===== src/rtl/arp_packet_encoder_pkg.sv =====
// Package arp_pkg: ARP / Ethernet field constants, the transmitter state type
// and the ARP body assembly function shared by the encoder.
//   build_arp_body(sha, spa, is_req, tha, tpa) -> 224-bit big-endian ARP body
package arp_pkg;

  localparam logic [15:0] ARP_HTYPE_ETH  = 16'h0001;
  localparam logic [15:0] ARP_PTYPE_IPV4 = 16'h0800;
  localparam logic [7:0]  ARP_HLEN       = 8'd6;
  localparam logic [7:0]  ARP_PLEN       = 8'd4;
  localparam logic [15:0] ARP_OP_REQUEST = 16'd1;
  localparam logic [15:0] ARP_OP_REPLY   = 16'd2;
  localparam logic [15:0] ETHERTYPE_ARP  = 16'h0806;
  localparam int          ARP_BODY_BYTES = 28;
  localparam int          ETH_HDR_BYTES  = 14;

  typedef enum logic {ARP_TX_IDLE, ARP_TX_SEND} arp_tx_state_t;

  // Field order on the wire: HTYPE PTYPE HLEN PLEN OPER SHA SPA THA TPA.
  // A request carries an all-zero THA because the target is what we are asking for.
  function automatic logic [ARP_BODY_BYTES*8-1:0] build_arp_body(
    input logic [47:0] sha,
    input logic [31:0] spa,
    input logic        is_req,
    input logic [47:0] tha,
    input logic [31:0] tpa
  );
    logic [15:0] oper;
    logic [47:0] tha_f;
    oper  = is_req ? ARP_OP_REQUEST : ARP_OP_REPLY;
    tha_f = is_req ? 48'h0 : tha;
    return {ARP_HTYPE_ETH, ARP_PTYPE_IPV4, ARP_HLEN, ARP_PLEN, oper, sha, spa, tha_f, tpa};
  endfunction

endpackage


===== src/rtl/arp_packet_encoder.sv =====
// arp_packet_encoder: accepts one ARP descriptor over valid/ready and serialises
// the packet MSB-first, DATA_W bits per beat, flagging the final beat.
// Optional build macro: ARP_ETH_HDR_EN prepends a 14-byte Ethernet II header
// (dst = req_tha for a reply / broadcast for a request, src = MAC_ADDR, type 0x0806).
// Ports:
//   clk, rst          clock, synchronous active-high reset
//   req_valid/ready   descriptor handshake (ready only while idle)
//   req_op            1 = request, 0 = reply
//   req_tha, req_tpa  target hardware / protocol address
//   out_valid/ready   beat handshake
//   out_data          beat data, DATA_W bits
//   out_last          final beat of the packet
module arp_packet_encoder
  import arp_pkg::*;
#(
  parameter int          DATA_W   = 4,
  parameter logic [47:0] MAC_ADDR = 48'h0,
  parameter logic [31:0] IP_ADDR  = 32'h0
) (
  input  logic              clk,
  input  logic              rst,
  input  logic              req_valid,
  output logic              req_ready,
  input  logic              req_op,
  input  logic [47:0]       req_tha,
  input  logic [31:0]       req_tpa,
  output logic              out_valid,
  input  logic              out_ready,
  output logic [DATA_W-1:0] out_data,
  output logic              out_last
);

`ifdef ARP_ETH_HDR_EN
  localparam int PKT_BITS = (ETH_HDR_BYTES + ARP_BODY_BYTES) * 8;
`else
  localparam int PKT_BITS = ARP_BODY_BYTES * 8;
`endif
  localparam int NBEATS = PKT_BITS / DATA_W;
  localparam int CNT_W  = $clog2(NBEATS);
  localparam logic [CNT_W-1:0] LAST_BEAT = CNT_W'(NBEATS - 1);

  generate
    if (DATA_W != 4 && DATA_W != 8 && DATA_W != 16) begin : g_bad_width
      $error("arp_packet_encoder: DATA_W must be 4, 8 or 16");
    end
  endgenerate

  arp_tx_state_t       state_q, state_d;
  logic [PKT_BITS-1:0] sreg_q, sreg_d;
  logic [CNT_W-1:0]    beat_q, beat_d;
  logic [PKT_BITS-1:0] pkt_load;
  logic                accept;
  logic                fire;

  always_comb begin
    pkt_load = '0;
`ifdef ARP_ETH_HDR_EN
    pkt_load = {(req_op ? 48'hFFFF_FFFF_FFFF : req_tha), MAC_ADDR, ETHERTYPE_ARP,
                build_arp_body(MAC_ADDR, IP_ADDR, req_op, req_tha, req_tpa)};
`else
    pkt_load = build_arp_body(MAC_ADDR, IP_ADDR, req_op, req_tha, req_tpa);
`endif
  end

  // Ready is masked by rst so it first rises the cycle after reset is released.
  assign req_ready = (state_q == ARP_TX_IDLE) && !rst;
  assign out_valid = (state_q == ARP_TX_SEND);
  assign out_data  = out_valid ? sreg_q[PKT_BITS-1 -: DATA_W] : '0;
  assign out_last  = out_valid && (beat_q == LAST_BEAT);
  assign accept    = req_valid && req_ready;
  assign fire      = out_valid && out_ready;

  always_comb begin
    state_d = state_q;
    sreg_d  = sreg_q;
    beat_d  = beat_q;
    case (state_q)
      ARP_TX_IDLE: begin
        if (accept) begin
          state_d = ARP_TX_SEND;
          sreg_d  = pkt_load;
          beat_d  = '0;
        end
      end
      ARP_TX_SEND: begin
        if (fire) begin
          sreg_d = sreg_q << DATA_W;
          beat_d = beat_q + 1'b1;
          if (out_last) state_d = ARP_TX_IDLE;
        end
      end
      default: state_d = ARP_TX_IDLE;
    endcase
  end

  // Control state is reset; the shift register is only read while sending.
  always_ff @(posedge clk) begin
    if (rst) begin
      state_q <= ARP_TX_IDLE;
      beat_q  <= '0;
    end else begin
      state_q <= state_d;
      beat_q  <= beat_d;
    end
  end

  always_ff @(posedge clk) begin
    sreg_q <= sreg_d;
  end

endmodule


===== config.mk =====
export PLATFORM = sky130hd
export DESIGN_NAME = arp_packet_encoder
export DESIGN_NICKNAME = d
export VERILOG_FILES = /design/src/rtl/arp_packet_encoder_pkg.sv /design/src/rtl/arp_packet_encoder.sv
export SDC_FILE = /design/constraint.sdc
export NUM_CORES = 1
export LEC_CHECK = 0
export BUFFER_PORTS_ARGS = -buffer_cell sky130_fd_sc_hd__clkbuf_2
export CORE_MARGIN = 3
export CORE_UTILIZATION = 60
export CTS_BUF_LIST = sky130_fd_sc_hd__clkbuf_4
export DETAILED_ROUTE_END_ITERATION = 6
export PLACE_DENSITY_LB_ADDON = 0.08
export SLEW_MARGIN = 20
export SYNTH_ARGS = -nofsm -noshare
export SYNTH_HDL_FRONTEND = slang
export SYNTH_SLANG_ARGS = --single-unit

===== constraint.sdc =====
create_clock -name clk -period 7.6 [get_ports clk]
set_input_delay 0.76 -clock clk [delete_from_list [all_inputs] [get_ports clk]]
set_output_delay 0.76 -clock clk [all_outputs]
set_load 0.005 [all_outputs]

# Word-level counts from Yosys, hierarchy flattened
# Cells that the tools add are included.
[totals]
register_bits = 231
inputBits = 85
output_inout_bits = 7
[classes]
addsub = 1
n_eq_ne = 3
n_mux = 13
bitwise = 1
reduce_logical = 6
[op_table]
columns = ["operator", "count"]
rows = [
  ["two-way mux 224 bit", 2],
  ["one-hot mux 224 bit (2 select lines)", 1],
  ["two-way mux 48 bit", 1],
  ["two-way mux 6 bit", 2],
  ["one-hot mux 6 bit (2 select lines)", 1],
  ["adder 6 x 1 -> 6 bit, second input constant", 1],
  ["equality test 6 bit, second input constant", 1],
  ["logical AND 1 bit", 4],
  ["two-way mux 4 bit", 1],
  ["two-way mux 1 bit", 3],
  ["two-way mux 2 bit", 1],
  ["!= test 2 x 1 -> 1 bit, second input constant", 1],
  ["!= test 2 bit, second input constant", 1],
  ["one-hot mux 1 bit (2 select lines)", 1],
  ["AND reduction 2 bit", 1],
  ["zero test 1 bit", 1],
  ["NOT 1 bit", 1],
]

# Depth between registers and ports, before layout
# Gate-level depths: netlist of the first run.
[depth]
depth_word = 5
ltp_mapped = 5

# Worst setup path before layout of the first run
# OpenSTA, ideal clock, no wires.
[synth_path]
path_type = "input -> register"
from = "in rst"
to = "reg sreg_q[0] (enable)"
setup_time_ps = 594
arrival_ps = 6008
t_required_ps = 7006
setup_slack_ps = 998
cell_stages = 3
path_buffers = 1
cell_sequence = "buf_2 > or3b_4 > nand2_1"
[synth_between]
elab_chain_len = 5
[synth_lines]
columns = ["item", "line", "source"]
rows = [
  ["start, declared", "arp_packet_encoder.sv:21", "input logic rst,"],
  ["zero test 1 bit", "arp_packet_encoder.sv:66", "assign req_ready = (state_q == ARP_TX_IDLE) && !rst;"],
  ["logical AND 1 bit", "arp_packet_encoder.sv:66", ""],
  ["logical AND 1 bit", "arp_packet_encoder.sv:70", "assign accept = req_valid && req_ready;"],
  ["!= test 2 bit (no line)", "--", ""],
  ["AND reduction 2 bit (no line)", "--", ""],
  ["end signal, assigned", "arp_packet_encoder.sv:108", "sreg_q <= sreg_d;"],
  ["end, declared", "arp_packet_encoder.sv:49", "logic [PKT_BITS-1:0] sreg_q, sreg_d;"],
]
# No other way between the ends.
# A chain may end at the register's enable or synchronous reset.

# Worst setup path after layout of the first run
[layout_path]
from = "reg state_q (netlist: out_valid)"
to = "out out_data[2]"
[layout_between]
elab_chain_len = 1
[layout_lines]
columns = ["item", "line", "source"]
rows = [
  ["start, declared", "arp_packet_encoder.sv:48", "arp_tx_state_t state_q, state_d;"],
  ["start signal, assigned", "arp_packet_encoder.sv:102", "state_q <= state_d;"],
  ["two-way mux 4 bit", "arp_packet_encoder.sv:68", "assign out_data = out_valid ? sreg_q[PKT_BITS-1 -: DATA_W] : '0;"],
  ["end, declared", "arp_packet_encoder.sv:29", "output logic [DATA_W-1:0] out_data,"],
]
# No other way between the ends.

==> results of run 1 <==
## critical path, stage by stage, from the launching register on
cell      delay (ns)
dfxtp_4         0.65
buf_4           0.70
buf_4           0.72
and2_1          0.22
clkbuf_2        0.11
## sequential cells by signal (all words and copies together), names as in the netlist
name,flops
beat_q,6
sreg_q,224
out_valid,1
## synth_stat cells
master      n
nor2b_1     4
mux2_2     29
nand2_1     6
a211oi_1    2
a211oi_2    1
nor2_1      6
nand4b_1    1
o211ai_1    3
a31oi_1     1
dfxtp_1     7
a21o_1      1
buf_1       3
a211o_2     3
a311oi_1    1
nand2b_1    5
nand4_1     1
mux2i_1     4
nor3_1      1
clkbuf_1   20
and2_1    141
inv_1       5
or3b_4      1
a32oi_1     1
edfxtp_1  224
nand3_1     2
buf_2      10
a22o_1     47
ha_1        1
a21oi_1     2
o21ai_0     1
## area by class of cell
type,instances,area (um^2)
timing repair buffer,94,490
clock buffer,87,653
multi-input combinational,265,1960
sequential,231,6870
fill,1006,4290
clock inverter,14,78.8
antenna,1,2.50
inverter,5,18.8
tap,184,230
## stage by stage
stage	power (mW)	cell area, um^2	util [%]
finish	2.72	10300	70.6
global route	2.85	10300	70.6
CTS	2.76	10300	70.6
detailed placement	1.73	9570	65.6
global placement	1.72	9570	65.6
floorplan	1.69	8960	-
## logic make-up after synthesis
group | share of synthesized area, %
flip-flops | 76.6
AND/OR/NAND/NOR | 11.4
AO/OA/AOI/OAI | 6.00
buffers and inverters | 1.73
multiplexers | 4.09
adder cells (fa/ha/maj) | 0.140
## worst paths after layout
check                                          startpoint                         to  slack [ns]  depth (start not counted)
worst max-delay path                 out_valid$_SDFF_PP0_                out_data[2]        3.68                          4
worst min register to register  sreg_q[204]$_SDFFCE_PN0P_  sreg_q[208]$_SDFFCE_PN1P_        0.50                          1
worst min-delay path                          req_tha[34]       sreg_q[66]$_DFFE_PP_        0.40                          2
worst max register to register       out_valid$_SDFF_PP0_       sreg_q[76]$_DFFE_PP_        4.51                          4
## power breakdown
| part | leakage (nW) | switching (mW) | internal (mW) |
|---|---|---|---|
| logic | 1.20 | 0.0894 | 0.0722 |
| clock network | 0.440 | 0.466 | 0.552 |
| registers | 2.23 | 0.0256 | 1.51 |
## placed cells by master (no fill, tap or decap), types with 2 or more instances in the layout
cell        n
clkinv_1   11
o211ai_1    3
a22o_1     47
dfxtp_1     6
edfxtp_1  224
a21oi_1     2
nor2b_1     4
mux2_2     29
clkbuf_2   91
mux2i_1     4
nand3_1     2
a211o_2     3
inv_1       5
nand2b_1    5
nand2_1     5
nor2_1      5
clkbuf_4   87
inv_2       2
and2_1    141
a211oi_1    2
buf_4       2
## per-layer routing
metal | vias to the layer above | wire [um] | global-route usage [%] | share of wire, %
li1 | 2260 | - | - | -
met1 | 2215 | 6250 | 24.2 | 46
met2 | 132 | 6190 | 23.7 | 45
met3 | 18 | 1000 | 6.79 | 7.3
met4 | 0 | 254 | 8.11 | 1.9
met5 | - | 0 | 0 | 0
==> results.tsv, run 1 <==
metric	value	unit
status	completed	
post-route clock period utilization	51.6	%
layout cell share with drive strength beyond 1	31.8	%
vias	4625	
std cell rows	44	
unrepaired setup endpoints after global routing	no	
syn_area_per_cell	16.8	um^2
routed len/inst	15.6	um
post-cts sizing count	0	
fmax	255	MHz
Crit Path Max Fanout	104	
synth top area cells	edfxtp_1, and2_1, a22o_1	
WS Path Type	reg -> out	
Hold Slack	0.404	ns
die width	128	um
worst endpoint required time	6.84	ns
Iteration-0 DRC Markers	374	
DR pass1 iterations	5	
Final ANT Viol Nets	0	
number of global-route vias before repair	4637	
core area	14600	um^2
Synth Instances	534	
final hold vios	0	
GRT Overall Usage	17.2	%
PnR worst setup slack	3.68	ns
Slew Limit Fails	0	
Worst-Skew Late Latency	0.64	ns
Max Cap Viol	0	
fin cells	881	
Layout Nets	741	
Vias/cell	5.25	
setup violators final	0	
Layout Skew	0.0168	ns
first-pass GRT wire length	22600	um
Starting Density	61.4	%
synthesized cell area	8960	um^2
Post-Route WL	13700	um
Root Buffer	clkbuf_4	
HP Class	in -> reg	
TritonCTS Sinks	231	
arrival time at the worst endpoint	3.16	ns
worst-margin pin slew	1.02	ns
Die Footprint	16400	um^2
detailed-route DRC error count	0	
Synth Register Bits	231	
grt total ovfl	0	
initial antenna violation count	1	
Cells after DPL	779	
post-cts hold buffer count	0	
Seq/Total Area, Yosys	76.6	%
Ports	92	
pre-CTS setup slack	4.30	ns
Synth Net Count	620	
Layout area overhead	14.9	%
post-route setup TNS	0	ns
IO Port Bufs	91	
max_slew headroom	32.0	%
startpoint types	register	
largest net degree at the start of global routing	179	
CTS HTree Levels	2	
Die H	128	um
post-route minimum period	3.92	ns
Post-DP HPWL	7420	um
Synth Warn #	0	
synth unique cells	30	
peak supply drop	0.000155	V
total CTS buffers	58	
Synth area leader	edfxtp_1	
clock-pin slew on the worst setup and hold paths	0.07	ns
Yosys top cell area share	75.0	%
Static Leakage	3.88	nW
clock buffer depth	3	
GP Congestion	0.710	
number of setup buffers added after CTS	0	
CTS tree	done	
Worst setup EP type	primary output	
Pwr per Cell Area	264	nW/um^2
No activity file was read; power rests on OpenSTA's default activity.
==> run 2: changes to the inputs <==
--- a/config.mk
+++ b/config.mk
@@ -5,6 +5,7 @@
 export SDC_FILE = /design/constraint.sdc
 export NUM_CORES = 1
 export LEC_CHECK = 0
+export ABC_AREA = 1
 export BUFFER_PORTS_ARGS = -buffer_cell sky130_fd_sc_hd__clkbuf_2
 export CORE_MARGIN = 3
 export CORE_UTILIZATION = 60
==> constraint.sdc (replaced) <==
create_clock -name clk -period 4 [get_ports clk]
set_input_delay 0.4 -clock clk [delete_from_list [all_inputs] [get_ports clk]]
set_output_delay 0.4 -clock clk [all_outputs]
set_load 0.005 [all_outputs]
==> results.tsv, run 2 <==
metric	value	unit	change
Synth Register Bits	231		unchanged
pre-CTS setup slack	1.59	ns	-2.72 ns
async set or reset register ratio after synthesis	0	%	unchanged
Synth Net Count	824		+33%
commonest non-fill, non-tap cell in the layout	nand2_1		
CP bufs+invs	3		unchanged
post-route minimum period	2.50	ns	
CTS tree	done		
Die Footprint	16700	um^2	+1.6%
GRT Overall Usage	19.6	%	+2.4 points
CP peak stage delay	0.62	ns	-0.10 ns
IO Port Bufs	91		unchanged
GP Congestion	0.784		+10%
RR Startpoint	out_valid$_SDFF_PP0_		
Starting Density	62.0	%	+0.56 points
hold path depth	2		unchanged
syn_area_per_cell	12.3	um^2	-26%
r2r worst-path depth	4		unchanged
post-route setup TNS	0	ns	unchanged
Vias/cell	5.02		-4.5%
sequential share of power	56.2	%	-0.4 points
synth cell count leaders	nand2_1, edfxtp_1, inv_2		
die width	129	um	+0.80%
Max Cap Viol	0		unchanged
Synth area leader	edfxtp_1		
initial antenna violation count	1		unchanged
first-pass GRT wire length	26000	um	+15%
Die H	129	um	+0.80%
PnR worst setup slack	1.50	ns	-2.17 ns
startpoint types	register		
Power Internal	4.12	mW	+93%
Worst-Skew Late Latency	0.66	ns	+0.02 ns
DR pass1 iterations	5		unchanged
TritonCTS Sinks	231		unchanged
reg2reg end	sreg_q[205]$_SDFFCE_PN0P_		
Ports	92		unchanged
Slew Limit Fails	0		unchanged
worst-path cell chain	buf_6 -> nand2_1 -> inv_2 -> clkbuf_2		
Hold Crit Start	req_tha[32]		
HP Class	in -> reg		
EDFF count, synth	224		unchanged
Synth Instances	738		+38%
peak supply drop	0.000284	V	+83%
number of global-route vias before repair	5625		+21%
final hold vios	0		unchanged
Static Leakage	5.03	nW	+30%
fmax	400	MHz	
layout cell share with drive strength beyond 1	32.3	%	+0.59 points
Crit Path Max Fanout	119		+14%
synth unique cells	21		-30%
Layout Nets	992		+34%
Final ANT Viol Nets	0		unchanged
total CTS buffers	56		-3.4%
status	completed		
most frequent cells in the layout	nand2_1, edfxtp_1, inv_2, clkbuf_2, clkbuf_4		
routed len/inst	14.4	um	-7.4%
post-route clock period utilization	62.4	%	
P_sw	1.27	mW	+120%
WS Path Type	reg -> out		
Synth Warn #	0		unchanged
Hold Slack	0.0475	ns	-0.356 ns
clock buffer depth	3		unchanged
vias	5642		+22%
Post-Route WL	16200	um	+18%
synth top area cells	edfxtp_1, nand2_1, inv_2		
synthesized cell area	9110	um^2	+1.7%
std cell rows	44		unchanged
Net Sw Frac	23.6	%	+2.2 points
Layout Skew	0.0577	ns	+0.0409 ns
Root Buffer	clkbuf_4		
worst-margin pin slew	0.945	ns	-0.0726 ns
Max stage delay cell, worst path	buf_6		
Fillers	996		-0.99%
grt total ovfl	0		unchanged
max_slew headroom	37.0	%	+5.0 points
post-cts sizing count	0		unchanged
core area	14700	um^2	+0.75%
CP top delay family	buffers and inverters		
arrival time at the worst endpoint	2.10	ns	-1.06 ns
Synth Flop Type	edfxtp_1		
Register-to-Register Setup Slack	1.68	ns	-2.83 ns
Worst setup EP type	primary output		
Post-DP HPWL	8410	um	+13%
fin util	73.9	%	+3.3 points
most frequent cell after synthesis	nand2_1		
setup violators final	0		unchanged
unrepaired setup endpoints after global routing	no		
detailed-route DRC error count	0		unchanged
Biggest register	sreg_q		
largest net degree at the start of global routing	121		-32%
Seq/Total Area, Yosys	75.3	%	-1.3 points
hold path endpoint	sreg_q[64]$_DFFE_PP_		
Pwr per Cell Area	496	nW/um^2	+88%
Iteration-0 DRC Markers	432		+16%
Yosys top cell area share	73.8	%	-1.2 points
Layout area overhead	19.2	%	
max reg flops	224		unchanged
worst endpoint required time	3.60	ns	-3.24 ns
CTS HTree Levels	2		unchanged
Comb pwr share	9.7	%	+3.7 points
Clk network pwr share	34.1	%	-3.4 points
clock-pin slew on the worst setup and hold paths	0.07	ns	about the same
==> run 2: metrics by stage <==
step,cell area (um^2),std cells,total power [mW]
final,10900,1125,5.39
after global routing,10900,1125,5.65
after CTS,10800,1123,5.44
after detailed placement,9700,985,3.56
after global placement,9700,985,3.54
after floorplan,9110,738,3.43
==> run 2: repair_timing <==
action                     CTS  global route
hold endpoints to repair    46             0
setup endpoints to repair    0             0
setup buffers                0             0
hold buffers                46             0
==> run 2: logic make-up (layout without fill, tap and decap cells) <==
group,after synthesis,after routing,synth area share [%]
compound gates,58,58,5.23
fa+ha+maj,1,1,0.137
buf+inv,182,384,8.04
flops,231,231,75.3
other cells,0,1,0
simple gates,266,266,11.2
==> run 2: how the worst max path moves through the flow <==
stage	startpoint	end	slack [ns]	depth (start not counted)
2_1_floorplan	rst	beat_q[3]$_SDFFE_PP0P_	0.11	6
3_3_place_gp	rst	sreg_q[185]$_SDFFCE_PN1P_	1.68	5
3_5_place_dp	rst	sreg_q[203]$_SDFFCE_PN1P_	1.59	5
4_1_cts	out_valid$_SDFF_PP0_	out_data[3]	1.18	4
5_1_grt	out_valid$_SDFF_PP0_	out_data[3]	1.26	4
6_report	out_valid$_SDFF_PP0_	out_data[3]	1.50	4
==> run 2: metal layers <==
layer | wire [um] | global-route usage [%] | vias to the layer above
li1 | - | - | 2759
met1 | 7120 | 26.4 | 2670
met2 | 7770 | 30.5 | 179
met3 | 1000 | 5.52 | 34
met4 | 312 | 7.78 | 0
met5 | 0 | 0 | -
==> run 2: area by class of cell <==
cell class / instances / area, um^2 / area share, %
clock inverter: 5 / 20.0 / 0.184
timing repair buffer: 143 / 990 / 9.11
clock buffer: 87 / 653 / 6.01
antenna: 1 / 2.50 / 0.0230
multi-input combinational: 325 / 1540 / 14.1
tap: 184 / 230 / 2.12
inverter: 149 / 559 / 5.15
sequential: 231 / 6870 / 63.3
==> run 2: power by group through the flow <==
| stage | clock (mW) | sequential, mW | combinational [mW] |
|---|---|---|---|
| after global placement | 0 | 3.07 | 0.463 |
| after CTS | 1.89 | 3.03 | 0.517 |
| after floorplan | 0 | 3.08 | 0.351 |
| after global routing | 2.02 | 3.05 | 0.585 |
| after detailed placement | 0 | 3.08 | 0.480 |
| final | 1.84 | 3.03 | 0.522 |
